--- src/rtl/uart_tx_fifo.sv ---
// uart_tx_fifo: byte FIFO feeding a UART that has no busy flag.
// Bytes are queued at up to one per clock and released as single-cycle
// tx_ready strobes, spaced by one UART frame time plus one clock of margin.
module uart_tx_fifo #(
    parameter int CLOCK_RATE   = 32000000,
    parameter int BAUD_RATE    = 921600,
    parameter int BIT_TIME     = CLOCK_RATE / BAUD_RATE,
    parameter int FRAME_CYCLES = 10 * BIT_TIME + 1,
    parameter int DEPTH_BITS   = 4
) (
    input  logic                  clk,
    input  logic                  rst,
    input  logic [7:0]            wr_data,
    input  logic                  wr_en,
    input  logic                  tx_enable,
    output logic                  full,
    output logic                  empty,
    output logic [DEPTH_BITS:0]   count,
    output logic                  overflow,
    output logic [7:0]            tx_send,
    output logic                  tx_ready,
    output logic                  busy
);

    localparam int                DEPTH     = 1 << DEPTH_BITS;
    // wait_cnt is 12 bits wide, so FRAME_CYCLES must stay below 4096.
    localparam logic [11:0]       WAIT_LAST = 12'(FRAME_CYCLES - 1);
    localparam logic [DEPTH_BITS:0] COUNT_FULL = (DEPTH_BITS + 1)'(DEPTH);

    typedef enum logic {
        ST_IDLE = 1'b0,
        ST_WAIT = 1'b1
    } state_t;

    state_t                  r_state;
    state_t                  w_state_next;
    logic [7:0]              r_mem [DEPTH];
    logic [DEPTH_BITS-1:0]   r_wr_ptr;
    logic [DEPTH_BITS-1:0]   r_rd_ptr;
    logic [DEPTH_BITS:0]     r_count;
    logic [11:0]             r_wait_cnt;
    logic                    r_overflow;
    logic                    r_tx_ready;
    logic [7:0]              r_tx_send;
    logic                    w_push;
    logic                    w_pop;
    logic                    w_wait_done;

    assign full     = (r_count == COUNT_FULL);
    assign empty    = (r_count == '0);
    assign busy     = (r_state == ST_WAIT) || !empty;
    assign count    = r_count;
    assign overflow = r_overflow;
    assign tx_send  = r_tx_send;
    assign tx_ready = r_tx_ready;

    // A write is accepted only against the registered full flag; a pop in the
    // same cycle does not make room for it.
    assign w_push      = wr_en && !full;
    assign w_wait_done = (r_wait_cnt == WAIT_LAST);

    // Pacer next-state: launch a frame from IDLE, hold WAIT for FRAME_CYCLES.
    always_comb begin
        w_state_next = r_state;
        w_pop        = 1'b0;
        case (r_state)
            ST_IDLE: begin
                if (!empty && tx_enable) begin
                    w_pop        = 1'b1;
                    w_state_next = ST_WAIT;
                end
            end
            ST_WAIT: begin
                if (w_wait_done) begin
                    w_state_next = ST_IDLE;
                end
            end
            default: begin
                w_state_next = ST_IDLE;
            end
        endcase
    end

    // Storage array, written on accepted pushes; contents need no reset.
    always_ff @(posedge clk) begin
        if (w_push) begin
            r_mem[r_wr_ptr] <= wr_data;
        end
    end

    // FIFO pointers, occupancy and the registered overflow flag.
    always_ff @(posedge clk or negedge rst) begin
        if (!rst) begin
            r_wr_ptr   <= '0;
            r_rd_ptr   <= '0;
            r_count    <= '0;
            r_overflow <= 1'b0;
        end else begin
            r_overflow <= wr_en && full;
            if (w_push) begin
                r_wr_ptr <= r_wr_ptr + DEPTH_BITS'(1);
            end
            if (w_pop) begin
                r_rd_ptr <= r_rd_ptr + DEPTH_BITS'(1);
            end
            case ({w_push, w_pop})
                2'b10:   r_count <= r_count + (DEPTH_BITS + 1)'(1);
                2'b01:   r_count <= r_count - (DEPTH_BITS + 1)'(1);
                default: r_count <= r_count;
            endcase
        end
    end

    // Pacer state, frame timer and the strobe/data presented to the UART.
    always_ff @(posedge clk or negedge rst) begin
        if (!rst) begin
            r_state    <= ST_IDLE;
            r_wait_cnt <= '0;
            r_tx_ready <= 1'b0;
            r_tx_send  <= 8'h00;
        end else begin
            r_state    <= w_state_next;
            r_tx_ready <= w_pop;
            if (w_pop) begin
                r_tx_send  <= r_mem[r_rd_ptr];
                r_wait_cnt <= '0;
            end else if (r_state == ST_WAIT && !w_wait_done) begin
                r_wait_cnt <= r_wait_cnt + 12'd1;
            end
        end
    end

endmodule

--- config.mk ---
export PLATFORM = sky130hd
export DESIGN_NAME = uart_tx_fifo
export DESIGN_NICKNAME = d
export VERILOG_FILES = /design/src/rtl/uart_tx_fifo.sv
export SDC_FILE = /design/constraint.sdc
export NUM_CORES = 1
export LEC_CHECK = 0
export CAP_MARGIN = 20
export CORE_UTILIZATION = 40
export CTS_CLUSTER_SIZE = 28
export DETAILED_ROUTE_END_ITERATION = 6
export PLACE_DENSITY = 0.67
export SETUP_SLACK_MARGIN = 0.15
export SLEW_MARGIN = 15
export SYNTH_ARGS = -nofsm -noshare
export SYNTH_HDL_FRONTEND = slang
export SYNTH_SLANG_ARGS = --single-unit
export TNS_END_PERCENT = 5
--- constraint.sdc ---
create_clock -name clk -period 5.1 [get_ports clk]
set_input_delay 1.275 -clock clk [delete_from_list [all_inputs] [get_ports clk]]
set_output_delay 1.275 -clock clk [all_outputs]
set_load 0.05 [all_outputs]
# After elaboration in Yosys (flattened, before gate mapping)
# Memories as Yosys holds them, arrays and structs flattened. A register that Yosys moved wholly into a read port is not among the register bits.
# Index checks and enable logic that the tools add are counted.
[totals]
mem_bits_rw = 128
output_inout_bits = 18
regBits = 28
n_memories = 1
[classes]
reduce_logical = 12
muxes = 9
n_eq_ne = 4
bitwise_logic = 1
addsub = 5
[memory_table]
columns = ["name", "words", "word_bits", "rd", "rd_clocked_by_memory_dff", "wr", "line", "rtl"]
rows = [
  ["r_mem", 16, 8, 1, 1, 1, "37", "logic [7:0] r_mem [DEPTH];"],
]
[ops]
columns = ["op", "count"]
rows = [
  ["$mux 12", 2],
  ["$add 12x1->12 const B", 1],
  ["$eq 12x9->1 const B", 1],
  ["$pmux 5 s2", 1],
  ["$add 4x1->4 const B", 2],
  ["$add 5x1->5 const B", 1],
  ["$eq 5x5->1 const B", 1],
  ["$logic_not 5->1", 1],
  ["$mux 1", 5],
  ["$sub 5x1->5 const B", 1],
  ["$logic_and 1x1->1", 4],
  ["$logic_not 1->1", 4],
  ["$reduce_bool 2->1", 2],
  ["$eq 2x1->1 const B", 1],
  ["$eq 2x2->1 const B", 1],
  ["$pmux 1 s2", 1],
  ["$logic_or 1x1->1", 1],
  ["$not 1->1", 1],
]

# Longest topological paths before layout
[depth]
ltp_word = 7
mapped_depth = 13
depth_no_buf = 10

# Worst setup path before layout
# Ideal clock, no wire load.
[synth_timing]
path_kind = "input -> register"
start = "in tx_enable"
end = "reg r_count[4] (netlist: count[4])"
setup_slack_ns = 1.505
required_ns = 4.975
n_path_buf = 2
cell_stages = 12
arrival_ns = 3.470
path_cell_list = "inv_1 a211o_1 inv_1 buf_2 ha_1 clkbuf_1 xor2_1 ha_1 nor4b_1 mux2i_1 o211a_1 a2111oi_0"
[synth_between]
elab_chain_cells = 5
[synth_rtl]
columns = ["item", "line", "rtl"]
rows = [
  ["from (decl)", "15", "input logic tx_enable,"],
  ["$logic_and 1x1->1 *", "68", "if (!empty && tx_enable) begin"],
  ["$mux 1 *", "68", ""],
  ["$mux 1 *", "66", "case (r_state)"],
  ["via w_pop", "46", "logic w_pop;"],
  ["$eq 2x1->1 or $eq 2x2->1 (tied branches)", "106", "case ({w_push, w_pop})"],
  ["$pmux 5 s2 or $reduce_bool 2->1 (tied branches)", "-", ""],
  ["to (signal assigned)", "107", "2'b10: r_count <= r_count + (DEPTH_BITS + 1)'(1);"],
  ["to (signal assigned)", "108", "2'b01: r_count <= r_count - (DEPTH_BITS + 1)'(1);"],
  ["to (signal assigned)", "109", "default: r_count <= r_count;"],
  ["to (decl)", "40", "logic [DEPTH_BITS:0] r_count;"],
]
# The timed path passes the listed nets; every way through them passes the cells marked *.
# A chain may end at the register's enable or synchronous reset.

# Worst setup path in the final report
[layout_timing]
start = "in wr_en"
end = "reg r_count[4] (netlist: count[4])"
[layout_between]
elab_chain_cells = 3
[layout_rtl]
columns = ["item", "line", "rtl"]
rows = [
  ["from (decl)", "14", "input logic wr_en,"],
  ["$logic_and 1x1->1 *", "59", "assign w_push = wr_en && !full;"],
  ["$eq 2x1->1 or $eq 2x2->1 (tied branches)", "106", ""],
  ["$pmux 5 s2 or $reduce_bool 2->1 (tied branches)", "-", ""],
]
# Mark *: on every way between the ends. The rest lies on a longest branch, timed or not.

==> summary.txt <==
Power and ir drop
  – Maximum vdd drop: 0.2975 mV
  – Total power: 4.280 mW
  – Pwr dens: 545.5 mW/mm^2
  – Leak Pwr: 2.714 nW

Critical path
  – Crit Path Max Fanout: 9
  – CP Capture Type: flop
  – Slowest-stage cell, CP: a21boi_1
  – Worst r2r src: count[0]
  – Reg-to-Reg End: count[4]
  – Crit-path cells: clkdlybuf4s50_1, a21boi_1, inv_1, ha_1, xor2_1, ha_1, nor4b_1, mux2i_1, o211a_1, a2111oi_0
  – Crit-path max cell delay: 0.58 ns
  – Startpoint Class: input pin
  – FF-to-FF setup slack: 1.70 ns
  – Arr. time, crit path: 4.19 ns
  – Worst Reg-to-Reg Cells: 10
  – Kind of critical path: input pin to flop
  – CP most frequent cell: ha_1
  – Crit path required time: 5.40 ns

Logic synthesis
  – Post-synthesis average cell area: 17.46 sq um
  – Largest family of logic cells by synthesized area: multiplexers
  – Synth Cell Area: 0.006704 sq mm
  – Post-synth EDFFs: 128
  – Synth Area in Simple Gates: 6.308%
  – Compound-Gate Fraction of Synth Area: 3.527%
  – Register area share after synthesis: 70.77%
  – Post-synthesis mux area share: 13.46%
  – Synth Area in Adders: 1.866%
  – Async S/R FF share, synth: 21.95%
  – Post-synthesis net count: 406
  – Mapped Cells: 384
  – Count of cell types in the netlist: 42
  – Synth Register Bits: 164
  – Yosys warnings: 0
  – XOR/XNOR Fraction of Synth Area: 2.352%
  – Synth Flop Type: edfxtp_1

STA
  – Clock skew: 0.01093 ns
  – Final setup TNS: 0 ns
  – Worst slew pin tran: 1.144 ns
  – Fin Hold WS: 0.5215 ns
  – Final Cycle Share: 76.45%
  – Fmax: 0.2565 GHz
  – Max-slew headroom: 23.71%
  – Final hold vios: 0
  – Crit path time final: 3.899 ns
  – Finish-stage setup viols: 0
  – Slack of the critical path: 1.201 ns
  – Max-slew violation count: 0
  – Setup repair after global routing missed its margin: false

Placed design
  – Final HPWL DP: 7749 um
  – DP Worst Slack: 0.7838 ns
  – Port Buf Inserts: 29
  – Placed Instance Area: 0.007229 sq mm
  – Cells after DPL: 617
  – GPL Wtd Cong: 0.8120

Clock tree
  – Post-CTS Setup Inserts: 0
  – CTS Buf Count: 17
  – H-tree Lvls: 4
  – Resize count post-CTS: 0
  – CTS root buf: clkbuf_16
  – Clk sink count: 164
  – Clk Latency, worst-skew pair: 0.43 ns
  – Clk buf depth: 2
  – Hold_buf cts: 0
  – Clk slew on worst S/H paths: 0.07 ns
  – CTS tree: done

Job
  – Max-capacitance violation count: 0

GRT
  – Total track usage: 15.66%
  – Number of global-route vias before repair: 3662
  – Largest net degree at the start of global routing: 37
  – Grt ovf: 0
  – First-pass GRT wire length: 20220 um
  – Antenna violations before repair: 0

Floorplan
  – Chip width: 131.5 um
  – Total core area: 0.01612 sq mm
  – Die area: 0.01728 sq mm
  – Boundary pin count: 30
  – Die Span Y: 131.5 um
  – Rows: 46
  – Initial Util: 41.60%

Routing
  – Pre-antenna DRT Iters: 5
  – Routed WL: 12550 um
  – Iter 0 DRT Violations: 268
  – Vias per cell: 5.320
  – DRT antenna net count: 0
  – Via Count: 3453
  – Wire per inst: 19.33 um
  – DRC Markers: 0

Hold path
  – Hold Path End: tx_send[7]
  – HP Class: flop to flop
  – Hold Crit Start: tx_send[7]
  – Hold path cells: 2

Final layout
  – Fillers: 1315
  – Nets@finish: 442
  – Fin cells: 649
  – Area Growth Syn to Fin: 17.02%
  – Final Cell Area: 0.007845 sq mm
  – Final Core Density: 48.68%
  – Ant diodes: 0
  – Share of cells above drive strength 1: 18.01%

Run status
  – Outcome: finished, final reports clean
[how the worst max path moves through the flow]
stage,start,end,slack [ns],depth (start not counted)
2_1_floorplan,tx_enable,count[4],1.50,12
5_1_grt,wr_en,count[4],0.92,10
4_1_cts,wr_en,count[4],1.20,10
3_3_place_gp,wr_en,count[4],0.98,10
6_report,wr_en,count[4],1.20,10
3_5_place_dp,wr_en,count[4],0.78,10
[where the power goes]
part	total, mW	internal (mW)	switching [mW]
Sequential	1.91	1.67	0.236
Clock	1.29	0.674	0.621
Combinational	1.08	0.466	0.611
[cells in the final DEF (no fill, tap or decap), types with 3 or more instances in the layout]
cell type	instances
edfxtp_1	128
dfrtp_1	34
mux4_2	32
clkdlybuf4s50_1	28
nand2_1	24
nor2_1	22
mux2i_1	17
clkbuf_16	17
inv_1	10
xnor2_1	10
ha_1	10
nor3_1	8
xor2_1	8
o221ai_1	8
nand2b_1	7
nand4_1	7
inv_8	6
buf_4	6
nand3_1	4
clkinv_8	4
and2_1	3
o21ai_0	3
a22oi_1	3
[worst max-delay path, delay by kind of cell]
kind,cells,cell delay (ns)
compound gates,3,1.07
xor+xnor,1,0.19
fa+ha+maj,2,0.59
buf+inv,2,0.62
mux,1,0.16
simple gates,1,0.28
[cells by family after synthesis]
| kind of cell | after synthesis |
|---|---|
| AOI/OAI and AO/OA | 29 |
| xor gates and xnor gates | 18 |
| adders and majority gates | 10 |
| buffers and inverters | 28 |
| DFF | 164 |
| muxes | 50 |
| and+or+nand+nor | 85 |
[layout make-up]
class                      instances  area (sq um)  share of cell area [%]
tap                              216         270.3                   3.445
timing repair buffer              35         330.3                   4.211
inverter                          10         37.54                  0.4785
clock inverter                    15         190.2                   2.424
multi-input combinational        192          1844                   23.51
clock buffer                      17         425.4                   5.423
sequential                       164          4747                   60.51
[cell usage after synthesis (7+ instances only)]
library cell	number	area, sq um
dfrtp_1	36	900.9
clkbuf_1	7	26.28
xor2_1	8	70.07
nand4_1	7	43.79
nand2b_1	7	43.79
o221ai_1	8	70.07
nor3_1	8	40.04
xnor2_1	10	87.58
buf_2	8	40.04
edfxtp_1	128	3844
mux4_2	32	720.7
nand2_1	24	90.09
ha_1	10	125.1
nor2_1	22	82.58
inv_1	10	37.54
mux2i_1	17	170.2
[sequential cells by signal (all words and copies together) (netlist names)]
| register | count |
|---|---|
| count | 5 |
| overflow | 1 |
| r_mem | 128 |
| r_rd_ptr | 4 |
| r_state | 1 |
| r_wait_cnt | 12 |
| r_wr_ptr | 4 |
| tx_ready | 1 |
| tx_send | 8 |
[metal layers]
metal	up-vias	global-route usage, %	part of all wire [%]
met5	-	0	0
met4	0	6.008	1.7
met3	19	3.434	5.1
met2	98	25.28	50
met1	1765	20.71	43
li1	1571	-	-
Note: power is estimated with default switching activity, not from simulation.
